`src/rtl/cpu_types_pkg.sv`:
```
// Shared CPU types: machine word and fetch-stage state encoding.
package cpu_types_pkg;

  typedef logic [31:0] word_t;

  typedef enum logic [1:0] {
    FETCH  = 2'd0,
    HELD   = 2'd1,
    HALTED = 2'd2
  } fetch_state_t;

  localparam word_t PC_INIT_DEF = 32'h0000_0000;

endpackage

```
`src/rtl/fetch_stage.sv`:
```
// IF stage: owns the PC, issues imem reads and fills the IF/ID latch, with a
// one-entry hold buffer that keeps an instruction returned while decode is stalled.
module fetch_stage
  import cpu_types_pkg::*;
#(
  parameter int                WORD_W  = 32,
  parameter logic [WORD_W-1:0] PC_INIT = WORD_W'(PC_INIT_DEF)
) (
  input  logic              CLK,
  input  logic              nRST,
  input  logic              ihit,
  input  logic [WORD_W-1:0] imemload,
  input  logic              stall,
  input  logic              flush,
  input  logic              redirect_en,
  input  logic [WORD_W-1:0] redirect_addr,
  input  logic              halt,
  output logic              imemREN,
  output logic [WORD_W-1:0] imemaddr,
  output logic [WORD_W-1:0] instro,
  output logic [WORD_W-1:0] pco,
  output logic [WORD_W-1:0] pcplus4o,
  output logic              valido
);

  fetch_state_t      state, next_state;
  logic [WORD_W-1:0] pc, next_pc;
  logic [WORD_W-1:0] pc_plus4;

  logic [WORD_W-1:0] ifid_instr, next_ifid_instr;
  logic [WORD_W-1:0] ifid_pc, next_ifid_pc;
  logic [WORD_W-1:0] ifid_pc4, next_ifid_pc4;
  logic              ifid_valid, next_ifid_valid;

  logic [WORD_W-1:0] hold_instr, next_hold_instr;
  logic [WORD_W-1:0] hold_pc, next_hold_pc;
  logic [WORD_W-1:0] hold_pc4, next_hold_pc4;

  logic              fetch_done;

  assign pc_plus4   = pc + WORD_W'(4);
  assign fetch_done = (state == FETCH) && ihit;

  assign imemREN  = (state == FETCH);
  assign imemaddr = pc;
  assign instro   = ifid_instr;
  assign pco      = ifid_pc;
  assign pcplus4o = ifid_pc4;
  assign valido   = ifid_valid;

  always_comb begin
    next_state      = state;
    next_pc         = pc;
    next_ifid_instr = ifid_instr;
    next_ifid_pc    = ifid_pc;
    next_ifid_pc4   = ifid_pc4;
    next_ifid_valid = ifid_valid;
    next_hold_instr = hold_instr;
    next_hold_pc    = hold_pc;
    next_hold_pc4   = hold_pc4;

    if (state == HALTED) begin
      next_ifid_valid = 1'b0;
    end else if (halt) begin
      next_state      = HALTED;
      next_ifid_valid = 1'b0;
    end else if (redirect_en || flush) begin
      // Leaving for FETCH discards the hold buffer; a completed fetch still
      // advances pc when there is no explicit target.
      next_state = FETCH;
      if (redirect_en) begin
        next_pc = redirect_addr;
      end else if (fetch_done) begin
        next_pc = pc_plus4;
      end
      if (flush) begin
        next_ifid_instr = '0;
        next_ifid_pc    = '0;
        next_ifid_pc4   = '0;
        next_ifid_valid = 1'b0;
      end else if (!stall) begin
        next_ifid_valid = 1'b0;
      end
    end else if (stall) begin
      if (fetch_done) begin
        next_hold_instr = imemload;
        next_hold_pc    = pc;
        next_hold_pc4   = pc_plus4;
        next_pc         = pc_plus4;
        next_state      = HELD;
      end
    end else if (state == HELD) begin
      next_ifid_instr = hold_instr;
      next_ifid_pc    = hold_pc;
      next_ifid_pc4   = hold_pc4;
      next_ifid_valid = 1'b1;
      next_state      = FETCH;
    end else if (ihit) begin
      next_ifid_instr = imemload;
      next_ifid_pc    = pc;
      next_ifid_pc4   = pc_plus4;
      next_ifid_valid = 1'b1;
      next_pc         = pc_plus4;
    end else begin
      next_ifid_valid = 1'b0;
    end
  end

  always_ff @(posedge CLK or negedge nRST) begin
    if (!nRST) begin
      state      <= FETCH;
      pc         <= PC_INIT;
      ifid_instr <= '0;
      ifid_pc    <= '0;
      ifid_pc4   <= '0;
      ifid_valid <= 1'b0;
      hold_instr <= '0;
      hold_pc    <= '0;
      hold_pc4   <= '0;
    end else begin
      state      <= next_state;
      pc         <= next_pc;
      ifid_instr <= next_ifid_instr;
      ifid_pc    <= next_ifid_pc;
      ifid_pc4   <= next_ifid_pc4;
      ifid_valid <= next_ifid_valid;
      hold_instr <= next_hold_instr;
      hold_pc    <= next_hold_pc;
      hold_pc4   <= next_hold_pc4;
    end
  end

endmodule
```
`config.mk`:
```
export PLATFORM = sky130hd
export DESIGN_NAME = fetch_stage
export DESIGN_NICKNAME = d
export VERILOG_FILES = /design/src/rtl/cpu_types_pkg.sv /design/src/rtl/fetch_stage.sv
export SDC_FILE = /design/constraint.sdc
export NUM_CORES = 1
export LEC_CHECK = 0
export BUFFER_PORTS_ARGS = -buffer_cell sky130_fd_sc_hd__buf_2
export CAP_MARGIN = 20
export CORE_ASPECT_RATIO = 1.1
export CORE_MARGIN = 2
export CORE_UTILIZATION = 60
export DETAILED_ROUTE_END_ITERATION = 10
export PLACE_DENSITY_LB_ADDON = 0.12
export SLEW_MARGIN = 20
export SYNTH_ARGS = -nofsm -noshare
export SYNTH_HDL_FRONTEND = slang
export SYNTH_SLANG_ARGS = --single-unit
```
`constraint.sdc`:
```
create_clock -name CLK -period 3.25 [get_ports CLK]
set_input_delay 0.1625 -clock CLK [delete_from_list [all_inputs] [get_ports CLK]]
set_output_delay 0.1625 -clock CLK [all_outputs]
set_load 0.01 [all_outputs]
```
==> flow_summary_export.csv, run 1 <==
group,metric,value,unit
synthesis,synthArstFlopShare,100,%
final_layout,fin_nets,1377,
hold_path,holdPathStages,3,
clocking,cts.clk_slew.worst_paths,70,ps
timing,max_freq,0.391,GHz
pwr,leakage,6.26,nW
global_routing,grt_pass1_wl,43300,um
critical_path,arrival,2920,ps
synthesis,synth_seq_area_share,54.6,%
timing,setup_viol_count_final,0,
clocking,clock_path_buffers,3,
final_layout,mostFrequentLayoutCell,"nand2_1",
clocking,insertion_delay,500,ps
final_layout,final_util,75.1,%
drt,drc,0,
clocking,postCtsSetupBuffers,0,
synthesis,yosys-top-cells-area,"dfrtp_1, nand2_1, mux2i_1, o21ai_0, a21oi_1",
drt,drtIter0Drc,662,
die,die_w,128,um
drt,dr.pass1.iters,5,
placed_design,dpl.hpwl,16900,um
run_status,status,"completed",
clocking,cts.sinks,223,
timing,grt_setup_unrepaired,"false",
clocking,htreeDepth,1,
drt,vias,8724,
pwr,power_density,487,nW/um2
timing,period_share,78.7,%
timing,finalClockSkew,17.7,ps
die,die_h,141,um
critical_path,crit_family,"buffers and inverters",
drt,drt_wl_total,26700,um
timing,maxSlewHeadroom,37.8,%
die,core,16800,um2
clocking,cts_tree,"done",
hold_path,hold_class,"input pin to flip-flop",
critical_path,crit_slowest_cell,"buf_4",
synthesis,ys_warn_count,0,
global_routing,grt_max_degree,122,
global_routing,overflow,0,
critical_path,critPathKind,"flip-flop to flip-flop",
critical_path,cp-end-kind,"flip-flop",
drt,post_drt_wl_per_cell,17.5,um
synthesis,synth_nets,1162,
timing,tns,0,ps
final_layout,fillers,1248,
final_layout,diodes,0,
global_routing,grt_antenna_before_repair,0,
final_layout,layout_common_cells,"nand2_1, dfrtp_1, buf_2",
timing,hold_violations,0,
drt,antenna_left,0,
die,rows,50,
critical_path,worstPathMaxFanout,59,
synthesis,syn_inst,1090,
placed_design,io_buffers,200,
synthesis,ys.flop_type,"dfrtp_1",
clocking,cts_made_buffers,23,
global_routing,grt_pass1_vias,8345,
critical_path,worst_r2r_path_depth,5,
drt,routed_via_density,5.72,
timing,worstMarginPinSlew,933,ps
timing,period_needed,2560,ps
synthesis,synth_edf_count,0,
synthesis,yosysTopAreaCell,"dfrtp_1",
critical_path,cp-start-kind,"flip-flop",
clocking,postCtsResizedCells,0,
die,fp.dieArea,18100,um2
die,ios,201,
critical_path,max_stage_delay,790,ps
synthesis,synth_seq_cells,223,
critical_path,cp_num_cells,5,
synthesis,syn_area,10200,um2
critical_path,crit_buf_inv,2,
clocking,root_buffer,"clkbuf_16",
die,start_util,60.7,%
flow_run,cap_violations,0,
final_layout,drive_gt1_share,20.3,%
timing,slew_violations,0,
synthesis,avgSynthCellArea,9.37,um2
critical_path,required,3610,ps
critical_path,worstPathCellList,"nor2b_4 -> buf_4 -> buf_4 -> mux2i_1 -> o21ai_0",
pwr,ir_drop,0.400,mV
final_layout,syn2layout_area_growth,23.6,%
clocking,ctsHoldBuffers,61,
placed_design,place_congestion,0.882,
synthesis,synth.distinct_cells,54,
synthesis,synth_top_area_share,54.6,%
global_routing,grt_usage,29.8,%
critical_path,crit_top_cell,"buf_4",
cell usage after synthesis (7+ instances only):
cell / count
a21o_1: 9
a21oi_1: 49
a221o_1: 10
a22o_1: 7
a22oi_1: 14
and3_1: 11
buf_2: 22
clkbuf_1: 54
dfrtp_1: 223
mux2i_1: 64
nand2_1: 300
nand3_1: 14
nor2_1: 59
nor3_1: 8
o21ai_0: 118
xnor2_1: 15
xor2_1: 13
cell families (layout without fill, tap and decap cells):
logic type / Yosys count / after routing / share of synthesized area [%]
DFF: 223 / 223 / 54.6
adders and majority gates: 1 / 1 / 0.122
buffers and inverters: 92 / 320 / 3.97
muxes: 68 / 68 / 6.71
and+or+nand+nor: 434 / 434 / 17.9
xor gates and xnor gates: 28 / 28 / 2.40
AOI/OAI and AO/OA: 244 / 244 / 14.3
metrics by stage:
| step | setup slack (ps) | area, um2 | hold slack (ps) | instances | power [mW] |
|---|---|---|---|---|---|
| after global routing | 577 | 12600 | 25.6 | 1526 | 6.39 |
| after global placement | 833 | 11300 | 330 | 1427 | 3.58 |
| after CTS | 703 | 12600 | 11.0 | 1526 | 6.18 |
| after floorplan | 1240 | 10200 | -133 | 1090 | 3.32 |
| after detailed placement | 724 | 11300 | 317 | 1427 | 3.59 |
| final | 692 | 12600 | 9.43 | 1526 | 6.15 |
flip-flops by register name (all words and copies together), names as in the netlist:
| name | cells |
|---|---|
| pcplus4o | 30 |
| instro | 32 |
| hold_pc | 32 |
| pco | 32 |
| valido | 1 |
| imemaddr | 32 |
| hold_pc4 | 30 |
| hold_instr | 32 |
| state | 2 |
metal layers:
layer  global-route usage, %  vias to the layer above  wire [um]
met1                    43.5                     4238      11900
met2                    48.1                      306      12700
met4                    7.29                        0        473
li1                        -                     4134          -
met3                    3.72                       46       1660
met5                       0                        -          0
path summary, 6_finish.rpt:
path / startpoint / slack, ps / endpoint
worst max register to register: state[0] / 690 / instro[15]
min in group asynchronous: nRST / 310 / hold_instr[27]
worst min register to register: hold_instr[4] / 460 / hold_instr[4]
worst max-delay path: state[0] / 690 / instro[15]
max in group asynchronous: nRST / 2060 / imemaddr[27]
worst min-delay path: redirect_addr[4] / 9 / imemaddr[4]
power by group:
part           internal (mW)  switching, mW
registers               2.88          0.156
logic                  0.264          0.313
clock network           1.48           1.05
worst register-to-register path, stage by stage (launching register included):
cell and delay [ps]:
dfrtp_1 480, nor2b_4 200, buf_4 450, buf_4 830
mux2i_1 340, o21ai_0 120
final cells by class:
type | count | area, um2 | share of cell area, %
Clock inverter | 7 | 62.6 | 0.495
Tap cell | 208 | 260 | 2.06
Clock buffer | 31 | 656 | 5.19
Multi-Input combinational cell | 775 | 4270 | 33.8
Timing Repair Buffer | 276 | 1780 | 14.1
Inverter | 6 | 22.5 | 0.178
Sequential cell | 223 | 5580 | 44.2
Note: power is estimated with default switching activity, not from simulation.
==> run 2, diff against run 1 <==
--- a/config.mk
+++ b/config.mk
@@ -9,7 +9,7 @@
 export CAP_MARGIN = 20
 export CORE_ASPECT_RATIO = 1.1
 export CORE_MARGIN = 2
-export CORE_UTILIZATION = 60
+export CORE_UTILIZATION = 50
 export DETAILED_ROUTE_END_ITERATION = 10
 export PLACE_DENSITY_LB_ADDON = 0.12
 export SLEW_MARGIN = 20
==> constraint.sdc (replaced) <==
create_clock -name CLK -period 2.35 [get_ports CLK]
set_input_delay 0.1175 -clock CLK [delete_from_list [all_inputs] [get_ports CLK]]
set_output_delay 0.1175 -clock CLK [all_outputs]
set_load 0.01 [all_outputs]
==> flow_summary_export.csv, run 2 (synthesized netlist as in run 1, its figures left out) <==
group,metric,value,unit
pwr,swShare,24.8,%
clocking,cts_made_buffers,24,
global_routing,grt_antenna_before_repair,0,
flow_run,cap_violations,0,
placed_design,dpl.hpwl,18100,um
critical_path,timing.rr.end,"pcplus4o[18]",
placed_design,place_congestion,0.886,
drt,drt_wl_total,27700,um
pwr,ir_drop,0.478,mV
run_status,status,"completed",
critical_path,r2r_start,"imemaddr[2]",
critical_path,arrival,2530,ps
clocking,htreeDepth,1,
critical_path,reg2reg_slack,200,ps
final_layout,diodes,0,
final_layout,multi_input_area,4280,um2
drt,routed_via_density,5.40,
drt,vias,8672,
final_layout,drive_gt1_share,22.0,%
timing,hold_violations,0,
die,rows,54,
placed_design,place_ws,118,ps
timing,fin_ws,199,ps
die,die_h,154,um
die,ios,201,
die,core,19900,um2
final_layout,fillers,1694,
final_layout,fin_nets,1410,
pwr,p_int,6.51,mW
clocking,insertion_delay,510,ps
critical_path,critPathKind,"flip-flop to flip-flop",
critical_path,cp-start-kind,"flip-flop",
global_routing,overflow,0,
critical_path,worstPathCellList,"ha_2 -> nand4_1 -> nor4_1 -> buf_4 -> and3_1 -> xnor2_1 -> o21ai_0",
timing,tns,0,ps
timing,period_share,91.5,%
critical_path,crit_end,"pcplus4o[18]",
critical_path,cp-end-kind,"flip-flop",
die,fp.dieArea,21600,um2
final_layout,syn2layout_area_growth,27.2,%
critical_path,startpoint,"imemaddr[2]",
clocking,cts.clk_slew.worst_paths,60,ps
timing,setup_viol_count_final,0,
placed_design,io_buffers,200,
global_routing,grt_max_degree,92,
timing,slew_violations,0,
clocking,cts.sinks,223,
clocking,cts_tree,"done",
pwr,p_seq_share,47.6,%
global_routing,grt_pass1_wl,45700,um
timing,grt_setup_unrepaired,"false",
critical_path,max_stage_delay,530,ps
global_routing,grt_pass1_vias,8626,
timing,period_needed,2150,ps
final_layout,mostFrequentLayoutCell,"nand2_1",
timing,maxSlewHeadroom,47.7,%
timing,finalClockSkew,10.5,ps
global_routing,grt_usage,25.9,%
drt,drc,0,
critical_path,worst_r2r_path_depth,7,
critical_path,worstPathMaxFanout,7,
clocking,postCtsSetupBuffers,0,
pwr,power_frac_comb,10.8,%
pwr,leakage,6.46,nW
drt,post_drt_wl_per_cell,17.3,um
critical_path,required,2730,ps
final_layout,seq_area,5580,um2
pwr,p_switching,2.14,mW
pwr,power_density,666,nW/um2
clocking,root_buffer,"clkbuf_16",
timing,max_freq,0.465,GHz
hold_path,hold_class,"input pin to flip-flop",
drt,drtIter0Drc,519,
timing,worstMarginPinSlew,782,ps
final_layout,layout_common_cells,"nand2_1, dfrtp_1, buf_2",
pwr,clkPwrFrac,41.6,%
drt,antenna_left,0,
die,die_w,140,um
drt,dr.pass1.iters,6,
die,start_util,51.3,%
clocking,clock_path_buffers,3,
critical_path,crit_slowest_cell,"dfrtp_1",
[run 2: power by group through the flow]
stage	Clock [mW]	Sequential (mW)	Combinational [mW]
global route	3.83	4.15	1.04
CTS	3.67	4.12	0.932
finish	3.60	4.12	0.937
global placement	0	4.18	0.837
floorplan	0	4.20	0.382
detailed placement	0	4.19	0.847
[run 2: worst min-delay path by stage]
stage	startpoint	end	slack, ps	cells past startpoint
after global routing	redirect_addr[3]	imemaddr[3]	7	3
after CTS	redirect_addr[4]	imemaddr[4]	3	3
after detailed placement	nRST	instro[26]	100	1
after floorplan	nRST	hold_instr[0]	-180	0
after global placement	nRST	instro[26]	100	1
final	redirect_addr[3]	imemaddr[3]	8	3
[run 2: critical path, delay by kind of cell (launching register included)]
family / cells / cell delay (ps)
adder cells (fa/ha/maj): 1 / 310
XOR/XNOR: 1 / 180
flip-flops: 1 / 530
buffers and inverters: 1 / 170
AO/OA/AOI/OAI: 1 / 120
AND/OR/NAND/NOR: 3 / 700
[run 2: layout make-up]
type | count | area share (%)
inverters | 6 | 0.173
well taps | 252 | 2.42
multi-input cells | 775 | 32.9
repair buffers | 308 | 15.9
flip-flops and latches | 223 | 42.9
clock buffers | 36 | 5.28
clock inverters | 5 | 0.385
[run 2: what timing repair did]
action                                  4_1_cts  5_1_grt
hold endpoints to repair                    152        0
hold buffers                                 62        0
gates resized for setup                       0        5
endpoints found under the setup margin        0        9
[run 2: per-stage QoR]
| step | power, mW | instance area (um2) | instances | util (%) | hold slack, ps |
|---|---|---|---|---|---|
| floorplan | 4.59 | 10200 | 1090 | - | -178 |
| global placement | 5.02 | 11600 | 1502 | 58.3 | 104 |
| detailed placement | 5.04 | 11600 | 1502 | 58.3 | 101 |
| CTS | 8.72 | 13000 | 1605 | 65.1 | 2.63 |
| global route | 9.01 | 13000 | 1605 | 65.2 | 7.10 |
| finish | 8.66 | 13000 | 1605 | 65.2 | 7.56 |
[run 2: metal layers]
layer / track usage (%) / wire (um) / up-vias
met5: 0 / 0 / -
met4: 6.01 / 441 / 0
met3: 3.86 / 1790 / 35
met2: 42.2 / 13000 / 264
met1: 36.9 / 12500 / 4173
li1: - / - / 4200
